**config.mk**
```make
export PLATFORM = sky130hd
export DESIGN_NAME = serial_nibble_adder
export DESIGN_NICKNAME = d
export VERILOG_FILES = /design/src/rtl/serial_nibble_adder.sv
export SDC_FILE = /design/constraint.sdc
export NUM_CORES = 1
export LEC_CHECK = 0
export ABC_AREA = 0
export CAP_MARGIN = 20
export CORE_ASPECT_RATIO = 1.5
export CORE_MARGIN = 2
export CORE_UTILIZATION = 54
export DETAILED_ROUTE_END_ITERATION = 7
export DONT_BUFFER_PORTS = 1
export PLACE_DENSITY = 0.66
export SLEW_MARGIN = 40
export SYNTH_ARGS = -nofsm -noshare
export SYNTH_HDL_FRONTEND = slang
export SYNTH_SLANG_ARGS = --single-unit
```
**constraint.sdc**
```tcl
create_clock -name clk -period 2.1 [get_ports clk]
set_input_delay 0.315 -clock clk [delete_from_list [all_inputs] [get_ports clk]]
set_output_delay 0.315 -clock clk [all_outputs]
set_load 0.005 [all_outputs]
```
**src/rtl/serial_nibble_adder.sv**
```systemverilog
// ---------------------------------------------------------------------------
// serial_nibble_adder
//
// Adds two WIDTH-bit operands plus a carry-in one nibble per clock, least
// significant nibble first, using a single combinational 4-bit adder. The
// carry between nibbles lives in a register, so a full-width add takes
// WIDTH/4 cycles. Operands arrive over a valid/ready handshake and the
// result leaves over a second valid/ready handshake.
//
// Ports:
//   clk        system clock, rising edge
//   rst_n      asynchronous active-low reset
//   in_valid   operand set on in_a/in_b/in_cin is valid
//   in_ready   block can accept an operand set (high only when idle)
//   in_a/in_b  WIDTH-bit operands
//   in_cin     carry into the least significant nibble
//   out_valid  out_sum/out_cout hold a finished result
//   out_ready  downstream accepts the result
//   out_sum    (in_a + in_b + in_cin) mod 2^WIDTH
//   out_cout   carry out of the most significant nibble
// ---------------------------------------------------------------------------

// Plain combinational 4-bit adder; the serial adder reuses one instance.
module adder_4bit (
    input  logic [3:0] a,
    input  logic [3:0] b,
    input  logic       cin,
    output logic [3:0] sum,
    output logic       cout
);
    assign {cout, sum} = {1'b0, a} + {1'b0, b} + {4'b0000, cin};
endmodule

module serial_nibble_adder #(
    parameter int WIDTH = 16
) (
    input  logic             clk,
    input  logic             rst_n,
    input  logic             in_valid,
    output logic             in_ready,
    input  logic [WIDTH-1:0] in_a,
    input  logic [WIDTH-1:0] in_b,
    input  logic             in_cin,
    output logic             out_valid,
    input  logic             out_ready,
    output logic [WIDTH-1:0] out_sum,
    output logic             out_cout
);
    localparam int NIBBLES = WIDTH / 4;
    localparam int CNT_W   = (NIBBLES > 1) ? $clog2(NIBBLES) : 1;
    localparam logic [CNT_W-1:0] LAST_CNT = CNT_W'(NIBBLES - 1);

    typedef enum logic [1:0] {
        IDLE = 2'd0,
        ADD  = 2'd1,
        DONE = 2'd2
    } state_t;

    state_t           state_q, state_d;
    logic [WIDTH-1:0] a_q, a_d;
    logic [WIDTH-1:0] b_q, b_d;
    logic [WIDTH-1:0] sum_q, sum_d;
    logic             carry_q, carry_d;
    logic [CNT_W-1:0] cnt_q, cnt_d;

    logic [3:0]       nib_sum;
    logic             nib_cout;
    logic [WIDTH-1:0] sum_shifted;

    // The low nibbles of the operand shift registers plus the carry register
    // form the adder inputs every ADD cycle.
    adder_4bit u_adder (
        .a    (a_q[3:0]),
        .b    (b_q[3:0]),
        .cin  (carry_q),
        .sum  (nib_sum),
        .cout (nib_cout)
    );

    // New sum nibble enters at the top of the result register, so after
    // NIBBLES shifts the first (least significant) nibble sits at bit 0.
    generate
        if (WIDTH == 4) begin : g_single_nibble
            assign sum_shifted = nib_sum;
        end else begin : g_multi_nibble
            assign sum_shifted = {nib_sum, sum_q[WIDTH-1:4]};
        end
    endgenerate

    // State and datapath registers.
    always_ff @(posedge clk or negedge rst_n) begin
        if (!rst_n) begin
            state_q <= IDLE;
            a_q     <= '0;
            b_q     <= '0;
            sum_q   <= '0;
            carry_q <= 1'b0;
            cnt_q   <= '0;
        end else begin
            state_q <= state_d;
            a_q     <= a_d;
            b_q     <= b_d;
            sum_q   <= sum_d;
            carry_q <= carry_d;
            cnt_q   <= cnt_d;
        end
    end

    // Next-state logic.
    always_comb begin
        state_d = state_q;
        case (state_q)
            IDLE: if (in_valid) state_d = ADD;
            ADD:  if (cnt_q == LAST_CNT) state_d = DONE;
            DONE: if (out_ready) state_d = IDLE;
            default: state_d = IDLE;
        endcase
    end

    // Datapath next values; everything holds unless the state says otherwise.
    always_comb begin
        a_d     = a_q;
        b_d     = b_q;
        sum_d   = sum_q;
        carry_d = carry_q;
        cnt_d   = cnt_q;
        case (state_q)
            IDLE: begin
                if (in_valid) begin
                    a_d     = in_a;
                    b_d     = in_b;
                    carry_d = in_cin;
                    cnt_d   = '0;
                end
            end
            ADD: begin
                a_d     = a_q >> 4;
                b_d     = b_q >> 4;
                sum_d   = sum_shifted;
                carry_d = nib_cout;
                cnt_d   = cnt_q + CNT_W'(1);
            end
            default: begin
            end
        endcase
    end

    // Outputs decode only registered state, never the inputs. The carry
    // register doubles as out_cout once the last nibble has been added.
    always_comb begin
        in_ready  = (state_q == IDLE);
        out_valid = (state_q == DONE);
        out_sum   = sum_q;
        out_cout  = carry_q;
    end

endmodule

```
; Word-level counts from Yosys, hierarchy flattened
; Cells that the tools add are included.
[totals]
output_inout_bits = 19
register_bits = 53
in_bits = 37
elab_cells = 31
[op_classes]
n_mux = 12
n_eq_ne = 6
n_reduce_logical = 4
add_sub_neg = 3
[op_table]
columns = operator, n
row1 = $pmux 16 s2, 2
row2 = $mux 16, 2
row3 = $mux 2, 4
row4 = $pmux 2 s3, 1
row5 = $add 4x4->5, 1
row6 = $add 5x1->5, 1
row7 = $eq 2x2->1 const B, 2
row8 = $ne 2x2->1 const B, 2
row9 = $pmux 2 s2, 1
row10 = $reduce_and 3->1, 1
row11 = $add 2x1->2 const B, 1
row12 = $eq 2x1->1 const B, 1
row13 = $logic_not 2->1, 1
row14 = $ne 2x1->1 const B, 1
row15 = $pmux 1 s2, 1
row16 = $reduce_and 2->1, 1
row17 = $reduce_bool 2->1, 1
row18 = $mux 1, 1

; Logic depth before layout (Yosys ltp)
[logic_depth]
depth_word = 3
ltp_mapped = 6
mapped_depth_nobuf = 5

; Cells and area by module
; A second synthesis with hierarchy kept.
[hier_totals]
hier_cells = 226
area_unflattened_um2 = 2638.8
[modules_own_cells]
columns = module, n_inst, seq_area_each_um2, cells_per_inst, area_each_um2
row1 = serial_nibble_adder, 1, 1326.3, 210, 2494.9
row2 = adder_4bit, 1, 0.0, 16, 143.9

; Least setup slack after synthesis
; Ideal clock, no wire load.
[synth_path]
path_type = flip-flop to flip-flop
from = register carry_q (netlist: out_cout)
to = register carry_q (netlist: out_cout)
n_path_buf = 0
arrival_ps = 1740
synth_period_minus_slack_ps = 1872
t_required_ps = 1968
setup_slack_ps = 228
path_stages_with_launch = 6
setup_time_ps = 132
cell_sequence = dfrtp_1 fa_1 fa_1 a21o_1 a211oi_1 o31ai_1
[synth_between]
elab_chain_cells = 2
[synth_rtl]
columns = element, line
row1 = from (decl), 63  ; logic carry_q, carry_d;
row2 = from (signal assigned), 104  ; carry_q <= carry_d;
row3 = $add 5x1->5, 31  ; assign {cout, sum} = {1'b0, a} + {1'b0, b} + {4'b0000, cin};
row4 = $pmux 1 s2, 127  ; case (state_q)
; Every way passes these cells.
; A chain may end at the register's enable or synchronous reset.

; Worst setup path in the final report
; Same ends and word-level chain as after synthesis.

==> metrics.txt <==
syn avg cell area=9.94 um^2; Power Dens Cells=1580 mW/mm^2; initial antenna violation count=0; Bufs on Longest Clock Path=2; critical path data arrival time=between 2 and 2.5 ns; Finished Cell Area=0.00262 mm^2; fillers=between 400 and 500; dpl cell area=0.00249 mm^2; 1st-pass router iterations=5; IO Pins=56; DIE HEIGHT=about 87 um; worst hold slack=roughly 0.17 ns; Clock Skew=0.00784 ns; DIE WIDTH=59.2 um; clk sinks=53; Startpoint Class=register; minimum clock period=1.91 ns; global-route wire length before repair=7620 um; critical path required time=approximately 2.3 ns; max-cap violation count=0; Synth Register Bits=53; GP Congestion=0.739; ANT cells=0; WL/cell=15.4 um; Detailed Place HPWL=approximately 3200 um; final hold vios=0; total number of H-tree levels=2; Slew Limit Fails=0; Worst Path Max Fanout=3; Slew HR=0.635; Ys Warns=0; critical-path cell list=fa_2 -> fa_1 -> a21o_1 -> a211oi_1 -> o31ai_1; Final Util=0.586; GR Util met2=0.330; Hold Path Stages=2; root buf cell=clkbuf_8; Initial Util=0.552; delay-heaviest family, CP=adder cells; syn_nets=291; status=finished clean; DR DRC count=0; CP bufs+invs=0; # placed instances=287; Area Growth Syn to Fin=6.14%; die area=0.00513 mm^2; worst slew pin tran=0.547 ns; largest net degree at the start of global routing=between 50 and 60; Post-Syn Area=0.00247 mm^2; worst reg2reg path depth=5; Vias=1659; sequential fraction of the synthesis area=0.538; Post-CTS Setup Inserts=0; CTS buffer count=5; Nets=291; RSZ-0062 raised after global routing=false; Gate Count Post-Synth=about 250; non-filler cells, final=296; Reg clk slew, reported paths=0.09 ns; CP Class=register to register; final worst path period share=0.911; Crit. path cell count=5; layout cells sized above 1=0.0685; vias in the first global route=1583; Hold Crit Class=primary input to register; GR Util met1=0.239; total grt overflow=0; Critical Path Slowest Stage Cell=dfrtp_1; Overall Global Routing Usage=0.198; VDD IR-drop max=between 700 and 800 uV; Final Setup Violations=0; Core Rows=30; ANT nets after route=0; Core Box Area=0.00447 mm^2; crit end category=register; number of vias per cell=5.60; count of different cell masters after synthesis=29; met3 Track Usage GR=0.0463; Largest stage delay, worst path=0.44 ns; Post-Route WL=roughly 4600 um; CTS tree=yes; busiest layer in global routing=met2; Post-Route Setup TNS=0 ns; f_max=523 MHz; Leak=1.25 nW; Worst-Skew Late Latency=0.30 ns; I/O Buffers=0; 1st-iter DRT viols=52
cell type report:
type	instances	area (um^2)	area share
Sequential cell	53	1330	0.507
Multi-Input combinational cell	177	1050	0.400
Timing Repair Buffer	9	90.1	0.0344
Clock buffer	7	86.3	0.0330
Tap cell	48	60.1	0.0229
Inverter	2	7.51	0.00287
sequential cells by signal, indices dropped and copies added (netlist names):
name      cells
b_q          16
cnt_q         2
out_cout      1
a_q          16
out_sum      16
state_q       2
cell families (layout without fill, tap and decap cells):
kind of cell	count (synthesis)	count (layout)	share of synthesized area
compound gates	50	50	0.114
xor+xnor	1	1	0.00355
fa+ha+maj	6	6	0.0365
buf+inv	18	18	0.0426
flops	53	53	0.538
mux	24	24	0.0974
simple gates	96	96	0.168
timing repair:
action / CTS / global route
endpoints found under the setup margin: 0 / 1
hold endpoints to repair: 53 / 0
hold buffers: 2 / 0
gates resized for setup: 0 / 1
synthesized netlist by cell type (all sizes together):
cell type   n  area share
xnor2       1      0.0036
nor4b       1      0.0036
nand3       1      0.0020
mux2i      24       0.097
o21ai      33       0.067
a22o        2      0.0071
nand4b      1      0.0036
fa          2       0.016
a221oi      1      0.0036
and2b       1      0.0030
ha          4       0.020
inv         2      0.0030
a21o        1      0.0030
nor4bb      1      0.0041
a211oi      1      0.0030
nor2        3      0.0046
a21oi       9       0.018
clkbuf      5      0.0076
nand2      76        0.12
o21bai      1      0.0046
or4b        1      0.0041
nor2b      10       0.025
a32o        1      0.0041
dfrtp      53        0.54
o31ai       1      0.0030
nand2b      1      0.0025
buf        11       0.032
through the flow:
step	setup WS (ns)	power, mW
finish	0.187	4.14
global placement	0.163	3.54
detailed placement	0.124	3.61
global route	0.0623	4.54
floorplan	0.228	3.25
CTS	0.112	4.21
layer usage:
metal  vias to the layer above  wire length, um  share of wire
li1                        831                -              -
met1                       783             1910           0.42
met2                        40             2390           0.52
met3                         5              192          0.042
met4                         0               85          0.019
met5                         -                0              0
cells in the final DEF (no fill, tap or decap):
| cell type | n |
|---|---|
| fa_1 | 1 |
| buf_4 | 7 |
| nand4b_1 | 1 |
| o21ai_0 | 33 |
| buf_16 | 1 |
| a211oi_1 | 1 |
| a21o_1 | 1 |
| a221oi_1 | 1 |
| clkbuf_8 | 6 |
| o31ai_1 | 1 |
| fa_2 | 1 |
| o21bai_4 | 1 |
| clkbuf_1 | 1 |
| a21oi_1 | 9 |
| and2b_1 | 1 |
| nand2b_2 | 1 |
| nor2b_1 | 10 |
| nand3_1 | 1 |
| mux2i_1 | 24 |
| nor4bb_1 | 1 |
| nor4b_1 | 1 |
| ha_1 | 4 |
| nand2_1 | 76 |
| a22o_1 | 2 |
| nor2_1 | 3 |
| dfrtp_1 | 53 |
| dlygate4sd3_1 | 1 |
| inv_1 | 2 |
| a32o_1 | 1 |
| or4b_1 | 1 |
| xnor2_1 | 1 |
power breakdown:
group | total (mW) | internal, mW | leakage, nW | switching, mW
combinational | 1.74 | 0.772 | 0.539 | 0.971
clock | 0.573 | 0.262 | 0.0443 | 0.311
sequential | 1.83 | 1.49 | 0.669 | 0.337
worst paths after layout:
| path | slack, ns | startpoint | end |
|---|---|---|---|
| setup / recovery | 0.19 | out_cout | out_cout |
| max in group asynchronous | 1.34 | rst_n | b_q[1] |
| hold / removal | 0.17 | in_valid | state_q[0] |
| setup reg to reg | 0.19 | out_cout | out_cout |
| hold reg to reg | 0.48 | b_q[8] | b_q[8] |
| min in group asynchronous | 0.54 | rst_n | out_sum[4] |
Power figures use the tool's default switching activity.
